`src/rtl/otp_stream_decrypt.sv`:
```
// rtl/otp_stream_decrypt.sv - streaming one-time-pad decryptor (XOR with cyclic key stream)
// Optional feature macro: OTP_STRICT_EN (true one-time key use, no wrap)
module otp_stream_decrypt #(
  parameter int KEY_BITS = 64,
  parameter int DATA_W   = 8
) (
  input  logic                clk,
  input  logic                rst_n,
  input  logic [KEY_BITS-1:0] key_in,
  input  logic                key_load,
  input  logic [DATA_W-1:0]   ct_data,
  input  logic                ct_valid,
  output logic                ct_ready,
  output logic [DATA_W-1:0]   pt_data,
  output logic                pt_valid,
  input  logic                pt_ready,
  output logic                key_loaded,
  output logic                key_exhausted
);

  // Pointer wide enough to index any key bit; at least one bit for KEY_BITS == 1.
  localparam int PTR_W = (KEY_BITS > 1) ? $clog2(KEY_BITS) : 1;
  // Pointer advance per beat, pre-reduced so the update needs a single conditional subtract.
  localparam int STEP  = DATA_W % KEY_BITS;
`ifdef OTP_STRICT_EN
  // Holds 0..KEY_BITS inclusive.
  localparam int BU_W  = $clog2(KEY_BITS + 1);
`endif

  typedef enum logic [1:0] {
    NOKEY     = 2'd0,
    ACTIVE    = 2'd1,
    EXHAUSTED = 2'd2
  } state_e;

  state_e              state_q, state_d;
  logic [KEY_BITS-1:0] key_q, key_d;
  logic [PTR_W-1:0]    ptr_q, ptr_d;
  logic [DATA_W-1:0]   pt_data_q, pt_data_d;
  logic                pt_valid_q, pt_valid_d;
  logic                key_loaded_q, key_loaded_d;
  logic                key_exhausted_q, key_exhausted_d;
`ifdef OTP_STRICT_EN
  logic [BU_W-1:0]     bits_used_q, bits_used_d;
`endif

  logic [DATA_W-1:0]   keystream;
  logic                fits;
  logic                accept;

  // Key stream for the current beat: DATA_W bits starting at ptr, wrapping modulo KEY_BITS.
  always_comb begin
    int               idx;
    logic [PTR_W-1:0] idx_w;
    keystream = '0;
    idx       = 0;
    idx_w     = '0;
    for (int j = 0; j < DATA_W; j++) begin
      idx          = (int'(ptr_q) + j) % KEY_BITS;
      idx_w        = PTR_W'(idx);
      keystream[j] = key_q[idx_w];
    end
  end

  // Handshake: load has priority, output register must be free, strict mode needs a whole word of key left.
  always_comb begin
`ifdef OTP_STRICT_EN
    fits = (int'(bits_used_q) + DATA_W) <= KEY_BITS;
`else
    fits = 1'b1;
`endif
    ct_ready = (state_q == ACTIVE) && !key_load && (!pt_valid_q || pt_ready) && fits;
    accept   = ct_valid && ct_ready;
  end

  // Next-state, key/pointer bookkeeping and output register update.
  always_comb begin
    int nxt;
    state_d     = state_q;
    key_d       = key_q;
    ptr_d       = ptr_q;
    pt_data_d   = pt_data_q;
    pt_valid_d  = pt_valid_q;
`ifdef OTP_STRICT_EN
    bits_used_d = bits_used_q;
`endif
    nxt         = 0;

    case (state_q)
      NOKEY:     if (key_load) state_d = ACTIVE;
      ACTIVE: begin
        if (key_load) state_d = ACTIVE;
`ifdef OTP_STRICT_EN
        else if (!fits) state_d = EXHAUSTED;
`endif
      end
      EXHAUSTED: if (key_load) state_d = ACTIVE;
      default:   state_d = NOKEY;
    endcase

    if (key_load) begin
      key_d       = key_in;
      ptr_d       = '0;
`ifdef OTP_STRICT_EN
      bits_used_d = '0;
`endif
    end else if (accept) begin
      nxt = int'(ptr_q) + STEP;
      if (nxt >= KEY_BITS) nxt = nxt - KEY_BITS;
      ptr_d = PTR_W'(nxt);
`ifdef OTP_STRICT_EN
      bits_used_d = BU_W'(int'(bits_used_q) + DATA_W);
`endif
    end

    // A pending word drains independently of key_load.
    if (accept) begin
      pt_data_d  = ct_data ^ keystream;
      pt_valid_d = 1'b1;
    end else if (pt_ready) begin
      pt_valid_d = 1'b0;
    end

    key_loaded_d    = (state_d != NOKEY);
    key_exhausted_d = (state_d == EXHAUSTED);
  end

  // State register with registered status outputs.
  always_ff @(posedge clk or negedge rst_n) begin
    if (!rst_n) begin
      state_q         <= NOKEY;
      key_q           <= '0;
      ptr_q           <= '0;
      pt_data_q       <= '0;
      pt_valid_q      <= 1'b0;
      key_loaded_q    <= 1'b0;
      key_exhausted_q <= 1'b0;
`ifdef OTP_STRICT_EN
      bits_used_q     <= '0;
`endif
    end else begin
      state_q         <= state_d;
      key_q           <= key_d;
      ptr_q           <= ptr_d;
      pt_data_q       <= pt_data_d;
      pt_valid_q      <= pt_valid_d;
      key_loaded_q    <= key_loaded_d;
      key_exhausted_q <= key_exhausted_d;
`ifdef OTP_STRICT_EN
      bits_used_q     <= bits_used_d;
`endif
    end
  end

  assign pt_data       = pt_data_q;
  assign pt_valid      = pt_valid_q;
  assign key_loaded    = key_loaded_q;
  assign key_exhausted = key_exhausted_q;

endmodule
```
`config.mk`:
```
export PLATFORM = sky130hd
export DESIGN_NAME = otp_stream_decrypt
export DESIGN_NICKNAME = d
export VERILOG_FILES = /design/src/rtl/otp_stream_decrypt.sv
export SDC_FILE = /design/constraint.sdc
export NUM_CORES = 1
export LEC_CHECK = 0
export BUFFER_PORTS_ARGS = -buffer_cell sky130_fd_sc_hd__buf_2
export CAP_MARGIN = 20
export CORE_UTILIZATION = 45
export DETAILED_ROUTE_END_ITERATION = 10
export GPL_ROUTABILITY_DRIVEN = 0
export PLACE_DENSITY = 0.69
export SYNTH_ARGS = -nofsm -noshare
export SYNTH_HDL_FRONTEND = slang
export SYNTH_SLANG_ARGS = --single-unit
export TNS_END_PERCENT = 30
```
`constraint.sdc`:
```
create_clock -name clk -period 2.16 [get_ports clk]
set_clock_uncertainty 0.1 [all_clocks]
set_input_delay 0.432 -clock clk [delete_from_list [all_inputs] [get_ports clk]]
set_output_delay 0.432 -clock clk [all_outputs]
set_load 0.02 [all_outputs]
```
## After elaboration in Yosys (flattened, before gate mapping)

Cells that the tools add are included.

| cells by class | value |
|---|---|
| multiply operators | 0 |
| mux-type cells | 23 |
| equality and inequality tests | 3 |
| add/sub/neg operators | 9 |
| bitwise logic cells | 1 |
| shift operators | 0 |
| $lt $le $gt $ge | 9 |
| div/mod/pow operators | 0 |
| reduce and logical (&&, ||, !) cells | 11 |

Operators with widths:

| kind | count |
|---|---|
| < comparator 6 x 7 -> 1 bit, second input constant | 8 |
| binary-select mux 1 bit (select 6 bit) | 8 |
| adder 6 x 3 -> 6 bit, second input constant | 4 |
| two-way mux 6 bit | 3 |
| adder 6 x 2 -> 6 bit, second input constant | 2 |
| two-way mux 1 bit | 10 |
| XOR 8 bit | 1 |
| adder 6 x 4 -> 7 bit, second input constant | 1 |
| >= comparator 7 bit, second input constant | 1 |
| adder 6 x 1 -> 6 bit, second input constant | 1 |
| nonzero test 2 bit | 3 |
| subtractor 6 x 1 -> 6 bit, second input constant | 1 |
| == test 2 bit, second input constant | 2 |
| two-way mux 2 bit | 2 |
| logical AND 1 bit | 3 |
| OR reduction 3 bit | 1 |
| == test 2 x 1 -> 1 bit, second input constant | 1 |
| zero test 1 bit | 2 |
| zero test 2 bit | 1 |
| logical OR 1 bit | 1 |

| word-level totals | value |
|---|---|
| output and inout port bits | 12 |
| bits in latches | 0 |
| bits in writable memories | 0 |
| memories | 0 |
| memory bits (read-only) | 0 |
| bits of input ports | 77 |
| register bits after elaboration | 83 |
| logic and storage cells | 63 |

## Depth between registers and ports, before layout

| logic depth | value |
|---|---|
| word-level depth | 6 |
| depth in mapped cells | 6 |
| gate-level depth less buffers | 4 |

## Worst setup path before layout

OpenSTA, ideal clock, no wires.

| path | value |
|---|---|
| path kind | in2reg |
| from | input key_load |
| to | register key_q[23] |
| arrival | 1,523 ps |
| setup slack | 413 ps |
| setup time | 125 ps |
| path buffers | 3 |
| stages | 4 |
| cell sequence | clkbuf_1 -> clkbuf_1 -> buf_2 -> mux2_2 |

RTL lines:

| what | RTL line | RTL |
|---|---|---|
| from (decl) | 10 | `input logic key_load,` |
| to (signal assigned) | 143 | `key_q <= key_d;` |
| to (decl) | 37 | `logic [KEY_BITS-1:0] key_q, key_d;` |

No word-level cell between the ends.

## Final worst setup path

| path | value |
|---|---|
| from | register state_q[1] |
| to | output ct_ready |

| on the way | value |
|---|---|
| word-level cells in the longest chain between the ends | 3 |

RTL lines:

| what | RTL line | RTL |
|---|---|---|
| from (decl) | 36 | `state_e state_q, state_d;` |
| from (signal assigned) | 142 | `state_q <= state_d;` |
| == test 2 x 1 -> 1 bit | 72 | `ct_ready = (state_q == ACTIVE) && !key_load && (!pt_valid_q \|\| pt_ready) && fits;` |
| logical AND 1 bit (2 in series) | 72 |  |
| to (decl) | 13 | `output logic ct_ready,` |

No other way between the ends.

==> metrics <==
clock power share=37.0%; root buf cell=clkbuf_8; H-Tree Depth=3; Detailed Route WL=6.64 mm; Yosys top cell area share=56.8%; fin util=58.8%; setup ws final=0.180 ns; Compound-Gate Fraction of Synth Area=1.28%; crit-path cells=nor3b_1 -> and2_1 -> buf_2; Worst EP arrival=1.45 ns; slowest stage delay, CP=0.41 ns; Final Instance Area=0.00436 mm2; most common cell in the netlist=dfrtp_1; die area=0.00820 mm2; synth cell count leaders=80 x dfrtp_1, 64 x mux2_2, 12 x mux4_2; Layout Nets=397; largest family of logic cells by synthesized area=multiplexers; dpl hpwl=4.74 mm; Clock transition at path regs=0.08 ns; Synth Area in Adders=0.355%; Leak Pwr=1.97 nW; Seq/Total Area, Yosys=56.8%; post-synthesis mux area share=33.6%; dpl cells=406; Logic pwr share=15.0%; core area=0.00741 mm2; max cap viols=0; initial DRC count=46; syn nets=302; filler cell count=621; CP required=1.63 ns; GRT overflow=0; Routed Antenna Nets=0; I/O Pins=89; Post-Syn Area=0.00353 mm2; most used flip-flop cell after synthesis=dfrtp_1; area occupied by multi-input gates=0.00144 mm2; Slew Limit Fails=0; post-synthesis xor/xnor area fraction=2.48%; register bit total from synthesis=80; Worst-Margin Slew=0.397 ns; clock tree buffer depth=2; post-place instance area=0.00410 mm2; GRT Total Usage=17.8%; Synth async-reset ratio=100%; crit share post-route=91.7%; die width=90.5 um; Synth Instances=224; post-synth top area cell=dfrtp_1; distinct cell type count after synthesis=22; Synth area leaders=dfrtp_1 57%, mux2_2 20%, mux4_2 7.7%; YS warnings=0; Area Overhead vs Synth=23.6%; DR WL/cell=15.7 um; DR vias=2150; CTS Sinks=80; net switching fraction of the power=24.0%; layout cell share with drive strength beyond 1=59.0%; Initial Util=47.6%; final setup fails=0; Chip Height=90.5 um; PortBufs=88; Register Area=0.00200 mm2; vias in the first global route=2258; sequential power share=48.0%; Hold Slack=0.212 ns; Internal=2.76 mW; Setup TNS=0 ns; # rows=31; final cell count without fillers=423; Startpoint Class=register; Setup crit end kind=output port; Hold Crit Class=in -> reg; initial antenna violation count=0; Tmin final=1.98 ns; status=finished, final reports clean; DRT Pass-1 Iters=4; largest net degree at the start of global routing=69; FMAX=505 MHz; RSZ-0062 raised after global routing=no; pre-CTS setup slack=0.293 ns; Hold Vio Cnt, Final=0; CP max-delay cell=dfrtp_1; FF-to-FF setup slack=0.31 ns; CTS tree=built; PwrDens=834 mW/mm2; total power draw=3.63 mW; DR DRC count=0; post-synthesis simple-gate area fraction=2.94%; first-pass GRT wire length=11.2 mm; Synth Area per Inst=15.7 um2; Post-synth EDFFs=0; Setup CP Type=reg -> out; Critical Path Fanout Max=4; Max transition margin=73.6%; Clk Latency, worst-skew pair=0.34 ns; worst IR drop on VDD=453 uV; vias per cell=5.08; cts bufs inserted=9; antenna cells=0; NetSw=0.872 mW
==> cells in the final DEF (no fill, tap or decap) <==
master,netlist,final
bufinv_16,0,3
mux2_2,64,64
buf_2,5,87
ha_1,1,1
nor2_1,4,4
and2_1,3,3
o21ai_1,8,8
inv_6,0,1
clkinvlp_4,0,1
nand2b_1,1,1
mux4_2,12,12
nor3b_1,1,1
xor2_1,10,10
clkinv_4,0,1
mux2i_1,9,9
dfrtp_1,80,80
nand4_1,1,1
dlygate4sd3_1,0,1
or2_2,1,1
clkbuf_8,0,10
nand3_2,1,1
nand2_1,9,9
a21oi_1,1,1
buf_4,0,8
mux4_1,4,4
buf_12,1,2
==> per-layer routing <==
layer / vias to the layer above / part of all wire [%] / track usage [%]
li1: 1000 / - / -
met1: 1089 / 45 / 22.8
met2: 57 / 49 / 29.0
met3: 4 / 5.8 / 6.23
met4: 0 / 0.75 / 3.90
met5: - / 0 / 0
==> power by group through the flow <==
stage	clock, mW	sequential [mW]	combinational, mW
final	1.34	1.74	0.547
after global placement	0	1.77	0.545
after floorplan	0	1.79	0.316
after CTS	1.38	1.75	0.560
after global routing	1.44	1.77	0.599
after detailed placement	0	1.78	0.556
==> path summary, 6_finish.rpt <==
check / to / depth (start not counted) / startpoint
setup / recovery: ct_ready / 3 / state_q[1]
hold / removal: key_q[28] / 2 / key_in[28]
setup reg to reg: pt_data[5] / 5 / ptr_q[3]
hold reg to reg: state_q[0] / 1 / state_q[0]
max in group asynchronous: key_q[45] / 3 / rst_n
min in group asynchronous: key_q[4] / 2 / rst_n
==> area by class of cell <==
cell class / instances / share of cell area, %
Sequential cell: 80 / 45.9
Multi-Input combinational cell: 130 / 32.9
Timing Repair Buffer: 98 / 12.5
Clock buffer: 10 / 3.16
Tap cell: 99 / 2.84
Clock inverter: 6 / 2.64
==> timing repair <==
item | in CTS | in global routing
endpoints found under the hold margin | 23 | 0
resized for setup | 0 | 0
hold buffers | 1 | 0
buffers inserted | 0 | 0
==> cell families (layout without fill, tap and decap cells) <==
family	after synthesis	in the layout
xor+xnor	10	10
compound gates	9	9
buf+inv	14	114
simple gates	21	21
fa+ha+maj	1	1
mux	89	89
flops	80	80
==> registers in the layout, summed over array words and instances (netlist names) <==
| register | flops |
|---|---|
| ptr_q | 3 |
| key_q | 64 |
| pt_data | 8 |
| state_q | 2 |
| pt_valid | 1 |
| key_loaded | 1 |
| key_exhausted | 1 |
==> worst max-delay path, delay by kind of cell (launching register included) <==
kind / cells / cell delay [ns]
buf+inv: 1 / 0.15
flops: 1 / 0.41
simple gates: 2 / 0.54
No activity file was read; power rests on OpenSTA's default activity.
